### src/rtl/on_weight_store_pkg.sv
// Shared definitions for the output-neuron weight bank: sizes, saturation
// limits, FSM state codes and the saturating subtract used by backprop.
package on_weight_store_pkg;

  localparam int W_BITS   = 8;
  localparam int N_W      = 2;
  localparam int NIB_BITS = 4;

  localparam logic signed [7:0] W_MAX = 8'sh7F;  // +127
  localparam logic signed [7:0] W_MIN = 8'sh80;  // -128

  // FSM state codes (legacy-compatible constants rather than an enum type)
  localparam logic [1:0] IDLE   = 2'd0;
  localparam logic [1:0] LOAD   = 2'd1;
  localparam logic [1:0] COMMIT = 2'd2;

  // w - d computed at 9-bit signed width, then clamped to [-128, +127].
  // The output backprop stage uses the same function so both sides agree
  // on rounding of out-of-range results.
  function automatic logic signed [7:0] sat_sub(input logic signed [7:0] w,
                                                input logic signed [7:0] d);
    logic signed [8:0] diff;
    diff = $signed({w[7], w}) - $signed({d[7], d});
    if (diff > 9'sd127) begin
      return W_MAX;
    end else if (diff < -9'sd128) begin
      return W_MIN;
    end else begin
      return diff[7:0];
    end
  endfunction

endpackage

### src/rtl/on_weight_store_sat_subtractor.sv
// Combinational 8-bit signed subtract with saturation. One instance serves
// the whole bank; the top muxes the selected weight into it.
module sat_subtractor (
  input  logic signed [7:0] w,
  input  logic signed [7:0] d,
  output logic signed [7:0] y,
  output logic              clipped
);
  import on_weight_store_pkg::sat_sub;

  logic signed [8:0] raw;

  // Raw 9-bit difference only feeds the clip indicator.
  always_comb begin
    raw     = $signed({w[7], w}) - $signed({d[7], d});
    y       = sat_sub(w, d);
    clipped = (raw[8] != raw[7]);
  end

endmodule

### src/rtl/on_weight_store.sv
// Register bank for the hidden-to-output weights of the output neuron.
// Backprop subtracts signed deltas through a valid/ready port; before
// training the bank can be preloaded serially, one 4-bit nibble per cycle.
//
// Handshake: an update transfers on a rising edge where upd_valid_i and
// upd_ready_o are both high. Ready is low outside IDLE, while frozen, and
// while a preload strobe is present (load wins). Backprop must hold its
// request stable until it transfers; upd_ack_o pulses the cycle after.
module on_weight_store #(
  parameter int                N_W     = 2,
  parameter int                W_BITS  = 8,
  parameter logic [W_BITS-1:0] INIT_W0 = 1,
  parameter logic [W_BITS-1:0] INIT_W1 = 2
) (
  input  logic                    clk_i,
  input  logic                    rst_i,
  input  logic                    freeze_i,
  input  logic                    load_en_i,
  input  logic [3:0]              load_nib_i,
  input  logic                    upd_valid_i,
  input  logic                    upd_idx_i,
  input  logic [7:0]              upd_delta_i,
  output logic                    upd_ready_o,
  output logic                    upd_ack_o,
  output logic                    load_done_o,
  output logic [N_W*W_BITS-1:0]   weights_o,
  output logic [7:0]              round_cnt_o,
  output logic                    err_o,
  output logic [1:0]              state_o
);
  import on_weight_store_pkg::IDLE;
  import on_weight_store_pkg::LOAD;
  import on_weight_store_pkg::COMMIT;
  import on_weight_store_pkg::NIB_BITS;

  localparam int                NIBS   = 2 * N_W;
  localparam int                P_BITS = (NIBS > 1) ? $clog2(NIBS) : 1;
  localparam logic [P_BITS-1:0] P_LAST = P_BITS'(NIBS - 1);

  // Reset value of weight i; weights beyond the two configured ones clear.
  function automatic logic [W_BITS-1:0] init_val(input int i);
    if (i == 0)      return INIT_W0;
    else if (i == 1) return INIT_W1;
    else             return '0;
  endfunction

  logic [1:0]              state;
  logic [P_BITS-1:0]       ptr;
  logic [N_W*W_BITS-1:0]   staging;
  logic [N_W*W_BITS-1:0]   staging_next;
  logic [W_BITS-1:0]       w_q [N_W];
  logic                    ack;
  logic                    done;
  logic                    err;
  logic [7:0]              round_cnt;

  logic                    idx_ok;
  logic                    last_idx;
  logic                    accept;
  logic signed [7:0]       sel_w;
  logic signed [7:0]       new_w;
  logic                    clipped;

  // Staging image with the current nibble merged in at the load pointer.
  always_comb begin
    staging_next = staging;
    staging_next[ptr*NIB_BITS +: NIB_BITS] = load_nib_i;
  end

  // Handshake decode and selection of the weight being updated.
  always_comb begin
    idx_ok      = ({31'd0, upd_idx_i} < 32'(N_W));
    last_idx    = ({31'd0, upd_idx_i} == 32'(N_W - 1));
    upd_ready_o = (state == IDLE) && !freeze_i && !load_en_i;
    accept      = upd_valid_i && upd_ready_o;
    sel_w       = idx_ok ? $signed(w_q[upd_idx_i]) : 8'sd0;
  end

  sat_subtractor u_sat (
    .w       (sel_w),
    .d       ($signed(upd_delta_i)),
    .y       (new_w),
    .clipped (clipped)
  );

  // Preload FSM, weight updates, round counter and sticky error.
  // The live copy is written on the edge that takes the final nibble, so
  // during the COMMIT cycle weights_o already shows the preloaded values
  // and load_done_o is high alongside it.
  always_ff @(posedge clk_i) begin
    if (!rst_i) begin
      state     <= IDLE;
      ptr       <= '0;
      staging   <= '0;
      ack       <= 1'b0;
      done      <= 1'b0;
      err       <= 1'b0;
      round_cnt <= 8'd0;
      for (int i = 0; i < N_W; i++) begin
        w_q[i] <= init_val(i);
      end
    end else begin
      ack  <= accept;
      done <= 1'b0;

      case (state)
        IDLE: begin
          if (load_en_i) begin
            staging <= staging_next;
            ptr     <= ptr + 1'b1;
            state   <= LOAD;
          end
        end
        LOAD: begin
          if (load_en_i) begin
            staging <= staging_next;
            if (ptr == P_LAST) begin
              for (int i = 0; i < N_W; i++) begin
                w_q[i] <= staging_next[i*W_BITS +: W_BITS];
              end
              done  <= 1'b1;
              ptr   <= '0;
              state <= COMMIT;
            end else begin
              ptr <= ptr + 1'b1;
            end
          end else begin
            // Strobe dropped mid-load: throw the partial image away.
            staging <= '0;
            ptr     <= '0;
            err     <= 1'b1;
            state   <= IDLE;
          end
        end
        COMMIT: begin
          state <= IDLE;
        end
        default: begin
          state <= IDLE;
        end
      endcase

      // Accept only happens in IDLE, so it never collides with a commit.
      if (accept) begin
        if (idx_ok) begin
          w_q[upd_idx_i] <= new_w;
        end else begin
          err <= 1'b1;
        end
        if (last_idx) begin
          round_cnt <= round_cnt + 8'd1;
        end
      end
    end
  end

  // Packed view of the live weights, weight 0 in the low byte.
  for (genvar g = 0; g < N_W; g++) begin : g_pack
    assign weights_o[g*W_BITS +: W_BITS] = w_q[g];
  end

  assign upd_ack_o   = ack;
  assign load_done_o = done;
  assign round_cnt_o = round_cnt;
  assign err_o       = err;
  assign state_o     = state;

endmodule

### config.mk
export PLATFORM = sky130hd
export DESIGN_NAME = on_weight_store
export DESIGN_NICKNAME = d
export VERILOG_FILES = /design/src/rtl/on_weight_store_pkg.sv /design/src/rtl/on_weight_store_sat_subtractor.sv /design/src/rtl/on_weight_store.sv
export SDC_FILE = /design/constraint.sdc
export NUM_CORES = 1
export LEC_CHECK = 0
export BUFFER_PORTS_ARGS = -buffer_cell sky130_fd_sc_hd__buf_2
export CAP_MARGIN = 30
export CELL_PAD_IN_SITES_DETAIL_PLACEMENT = 1
export CELL_PAD_IN_SITES_GLOBAL_PLACEMENT = 1
export CORE_MARGIN = 4
export CORE_UTILIZATION = 46
export CTS_CLUSTER_SIZE = 14
export DETAILED_ROUTE_END_ITERATION = 10
export GPL_TIMING_DRIVEN = 0
export PLACE_DENSITY_LB_ADDON = 0.15
export SLEW_MARGIN = 20
export SYNTH_ARGS = -nofsm -noshare
export SYNTH_HDL_FRONTEND = slang
export SYNTH_SLANG_ARGS = --single-unit
### constraint.sdc
create_clock -name clk_i -period 6.43 [get_ports clk_i]
set_input_delay 0.643 -clock clk_i [delete_from_list [all_inputs] [get_ports clk_i]]
set_output_delay 0.643 -clock clk_i [all_outputs]
set_load 0.01 [all_outputs]
After elaboration in Yosys (flattened, before gate mapping)
Memory sizes are Yosys's and may differ from the RTL's.
Index checks and enable logic that the tools add are counted.

storage, ports and cells
  register bits = 31
  memory bits (writable) = 16
  input bits = 18
  output and inout bits = 30
  memories kept = 1

memories
  memory  words  bits a word  rd ports  clocked after Yosys merged registers in  wr ports  RTL line               RTL
  w_q     2      8            3         0                                        2         on_weight_store.sv:51  logic [W_BITS-1:0] w_q [N_W];

cells by class
  add/subtract/negate cells = 4
  order comparisons = 2
  eq/ne operators = 4
  shift-type cells = 2
  muxes and demuxes = 30
  bitwise operators = 3
  reductions and logical operators = 12

operators with widths
  cell                     number
  $mux 8                   7
  $neg 4->34               1
  $shift 4x34->16 const A  1
  $shiftx 4x34->16         1
  $mux 16                  2
  $pmux 16 s2              1
  $bwmux 16                1
  $mux 2                   6
  $mux 1                   11
  $gt 9x8->1 const B       1
  $lt 9x8->1 const B       1
  $sub 8x8->9              1
  $add 8x1->8 const B      1
  $pmux 2 s2               2
  $reduce_and 2->1         4
  $reduce_or 8->1          1
  $logic_and 1x1->1        3
  $ne 3x3->1 const B       1
  $add 2x1->2 const B      1
  $eq 2x1->1 const B       1
  $eq 2x2->1 const B       1
  $logic_not 1->1          2
  $logic_not 2->1          1
  $ne 2x2->1 const B       1
  3 further kinds          4

Depth between registers and ports, before layout
  depth after elaboration = 9
  gate-level depth with buffers = 11
  mapped depth without buffers = 9

Modules after synthesis
A second synthesis with hierarchy kept.

unflattened totals
  cells, all modules = 282
  area, all modules = 2889.0 sq um

modules (own cells, without submodules)
  module           times used  cells each  area an instance (sq um)  sequential area each (sq um)
  on_weight_store  1           207         2254.7                    1101.1
  sat_subtractor   1           75          634.4                     0.0

Least setup slack after synthesis
OpenSTA, ideal clock, no wires.

  path type = input to register
  from = in upd_idx_i
  to = mem w_q[1][5] (data pin)
  setup time = 283 ps
  arrival time = 2746 ps
  slack = 3400 ps
  stages = 9
  path buffers = 3
  cell sequence = clkbuf_1 -> mux2_2 -> ha_1 -> buf_6 -> o31ai_1 -> a21oi_4 -> nor3_4 -> buf_6 -> o311ai_2

RTL lines
  element             RTL line               RTL
  start: declaration  on_weight_store.sv:21  input logic upd_idx_i,
  end: declaration    on_weight_store.sv:51

==> results.rst <==
.. list-table::
   :header-rows: 1

   * - Metric
     - Value
   * - Final critical-path share of the clock period
     - 49.9%
   * - Placed cell areas
     - 3280 sq um
   * - Worst slew margin
     - 54.2%
   * - Critical path capture point type
     - flop
   * - Maximum number of pins on one net before global-route repair
     - 15
   * - DPL Wire Length
     - 6200 um
   * - Number of instances resized during post-cts repair
     - 0
   * - Overall Global Routing Usage
     - 21.1%
   * - Leak
     - 1.39 nW
   * - Tightest Hold Check Type
     - flop to flop
   * - Number of pins with negative max-slew slack in the final report
     - 0
   * - Post-layout minimum cycle time
     - approximately 3200 ps
   * - Number of flops mapped to enable cells by yosys
     - 16
   * - Depth of the worst hold-timing path
     - 1
   * - Data arrival time of the critical path
     - between 3000 and 4000 ps
   * - Yosys warning count
     - 0
   * - Routed wire per std cell
     - 17.6 um
   * - Critical path class
     - input port to flop
   * - Number of synthesized register bits
     - 47
   * - Highest clock rate
     - 312 MHz
   * - Number of nets in the final layout
     - 394
   * - Synthesized instance count
     - 305
   * - Clock latency on the worst-skew pair
     - around 310 ps
   * - Startpoint Class
     - input port
   * - Pwr/cell area
     - 191 nW/um^2
   * - Number of buffers added by the clock tree synthesis step
     - 5
   * - GRT Residual Overflow
     - 0
   * - Setup repair after global routing missed its margin
     - false
   * - Port buffer count
     - 47
   * - Logic depth of the worst register-to-register path
     - 7
   * - Die X
     - roughly 88 um
   * - Final non-filler cell total
     - between 400 and 500
   * - CTS tree
     - done
   * - Number of endpoints failing setup at the final stage
     - 0
   * - Clock root buffer
     - sky130_fd_sc_hd__clkbuf_8
   * - Data required time of the critical path
     - 6460 ps
   * - Max-Cap Viols
     - 0
   * - Ys async rst share
     - 0%
   * - Total via count after detailed routing
     - 2462
   * - Post-detailed-route count of antenna-violating nets
     - 0
   * - Worst Clk Skew
     - 7.78 ps
   * - Clock transition at the registers of the reported paths
     - ~90 ps
   * - CTS Hold Bufs
     - 0
   * - Final design area excluding fillers
     - 3360 sq um
   * - Total negative setup slack
     - 0 ps
   * - Clock buffer depth
     - 2
   * - Commonest register cell after synthesis
     - sky130_fd_sc_hd__dfxtp_1
   * - Library cells used by synthesis
     - 59
   * - Synthesized area
     - between 2000 and 3000 sq um
   * - Core area
     - between 6000 and 7000 sq um
   * - Floorplan die height
     - around 88 um
   * - RD Place Congestion
     - 0.837
   * - Worst-margin pin slew
     - 686 ps
   * - DRC violation total after the first TritonRoute iteration
     - 121
   * - DRC Markers
     - 0
   * - Deepest level of the CTS H-tree
     - 2
   * - Area contributors post-synth
     - sky130_fd_sc_hd__dfxtp_1 (21%), sky130_fd_sc_hd__edfxtp_1 (16%), sky130_fd_sc_hd__ha_1 (6.8%)
   * - Top cell type by total area after synthesis
     - sky130_fd_sc_hd__dfxtp_1
   * - Num ports
     - 48
   * - Worst vdd ir
     - 90.0 uV
   * - Vias in the first global route
     - 2556
   * - Final Hold Viols
     - 0
   * - Maximum fanout encountered on the critical timing path
     - 10
   * - Via-per-instance ratio
     - 5.66
   * - Number of inserted diodes
     - 0
   * - Starting utilization of the core area
     - approximately half
   * - Net count after synthesis
     - 340
   * - Proportion of layout cells with a drive suffix above 1
     - between 20% and 30%
   * - Area share of the leading cell type in the synthesized netlist
     - 21.0%
   * - Post-Place Cells
     - 427
   * - Number of antenna violations at the first check in global routing
     - 0
   * - Detailed-routing iteration count for the pre-antenna-repair pass
     - 4
   * - Area added between synthesis and finish
     - 14.0%
   * - Die area
     - 7760 sq um
   * - Cell row count
     - 28
   * - Drt total wl
     - 7640 um
   * - First-pass GRT wire length
     - 12700 um
   * - Setup Buffers After CTS
     - 0
   * - Result of the run
     - complete, no violations
   * - Post-layout total power
     - 0.644 mW
   * - Avg Inst Size Synth
     - 9.68 sq um
   * - Sequential-to-total area share from yosys stat
     - 37.3%
   * - Clk sinks
     - 47
worst max-delay path, cell delays in order:
cell	delay [ps]
sky130_fd_sc_hd__buf_2	90
sky130_fd_sc_hd__clkbuf_1	470
sky130_fd_sc_hd__mux2_2	430
sky130_fd_sc_hd__ha_1	380
sky130_fd_sc_hd__nand2_1	130
sky130_fd_sc_hd__nor4b_2	310
sky130_fd_sc_hd__a21oi_4	170
sky130_fd_sc_hd__nor3_4	280
sky130_fd_sc_hd__buf_6	210
sky130_fd_sc_hd__o221ai_2	120
cells by family (layout without fill, tap and decap cells):
| family | count (synthesis) | in the layout | synth area share, % |
|---|---|---|---|
| flops | 47 | 47 | 37.3 |
| fa+ha+maj | 17 | 17 | 7.46 |
| compound gates | 75 | 75 | 20.2 |
| mux | 11 | 11 | 4.07 |
| simple gates | 117 | 117 | 23.3 |
| buf+inv | 27 | 82 | 4.45 |
| xor+xnor | 11 | 11 | 3.26 |
Yosys cell counts, drive strengths merged (4+ instances only):
cell	number
nand3	5
or2	5
xnor2	7
clkbuf	6
nand2	31
nand2b	7
o21ai	20
a31oi	14
mux2	8
o221ai	6
a21oi	8
edfxtp	16
nor2b	20
buf	5
o211ai	5
nand4	5
inv	16
dfxtp	31
nor2	5
and2	23
nor3b	4
ha	16
o311ai	5
xor2	4
per-layer routing:
metal | track usage, % | wire length [um] | vias to the layer above
li1 | - | - | 1207
met1 | 26.8 | 3440 | 1193
met2 | 37.0 | 3780 | 48
met3 | 3.48 | 293 | 14
met4 | 6.18 | 132 | 0
met5 | 0 | 0 | -
power by group:
part           internal [mW]  switching, mW  total [mW]
Sequential             0.315        0.00593       0.321
Combinational         0.0539         0.0893       0.143
Clock                 0.0765          0.104       0.180
Total                  0.445          0.199       0.644
sequential cells by signal, indices dropped and copies added, names as in the netlist:
| signal | count |
|---|---|
| upd_ack_o | 1 |
| ptr | 2 |
| round_cnt_o | 8 |
| err_o | 1 |
| load_done_o | 1 |
| state_o | 2 |
| staging | 16 |
| w_q | 16 |
cell type report:
class / instances / area (sq um)
fill: 709 / 2700
multi-input combinational: 231 / 1720
sequential: 47 / 1100
timing repair buffer: 47 / 235
tap: 75 / 93.8
clock buffer: 6 / 72.6
buffer: 11 / 71.3
inverter: 16 / 60.1
clock inverter: 2 / 11.3
through the flow:
| stage | setup WS, ps | util, % | hold WS, ps |
|---|---|---|---|
| final | 3220 | 55.5 | 469 |
| after global routing | 3020 | 55.5 | 509 |
| after CTS | 3210 | 55.5 | 477 |
| after detailed placement | 2870 | 54.1 | 456 |
| after global placement | 2950 | 54.1 | 444 |
| after floorplan | 3400 | - | 488 |
placed cells by master, fill, tap and decap left out, drive strengths merged, types with 4 or more instances in the layout:
cell type	instances
nand4	5
or2	5
o221ai	6
xor2	4
o311ai	5
clkbuf	12
inv	17
nor3b	4
buf	52
a21oi	8
o211ai	5
a31oi	14
nand2	31
edfxtp	16
nor2	5
nor2b	20
mux2	8
ha	16
and2	23
nand2b	7
dfxtp	31
o21ai	20
nand3	5
xnor2	7
path summary, 6_finish.rpt:
path / slack [ps] / to / startpoint
worst max-delay path: 3220 / w_q[1][4] / upd_idx_i
worst min-delay path: 470 / err_o / err_o
worst max register to register: 3870 / w_q[1][3] / w_q[1][4]
worst min register to register: 470 / err_o / err_o
Note: power is estimated with default switching activity, not from simulation.
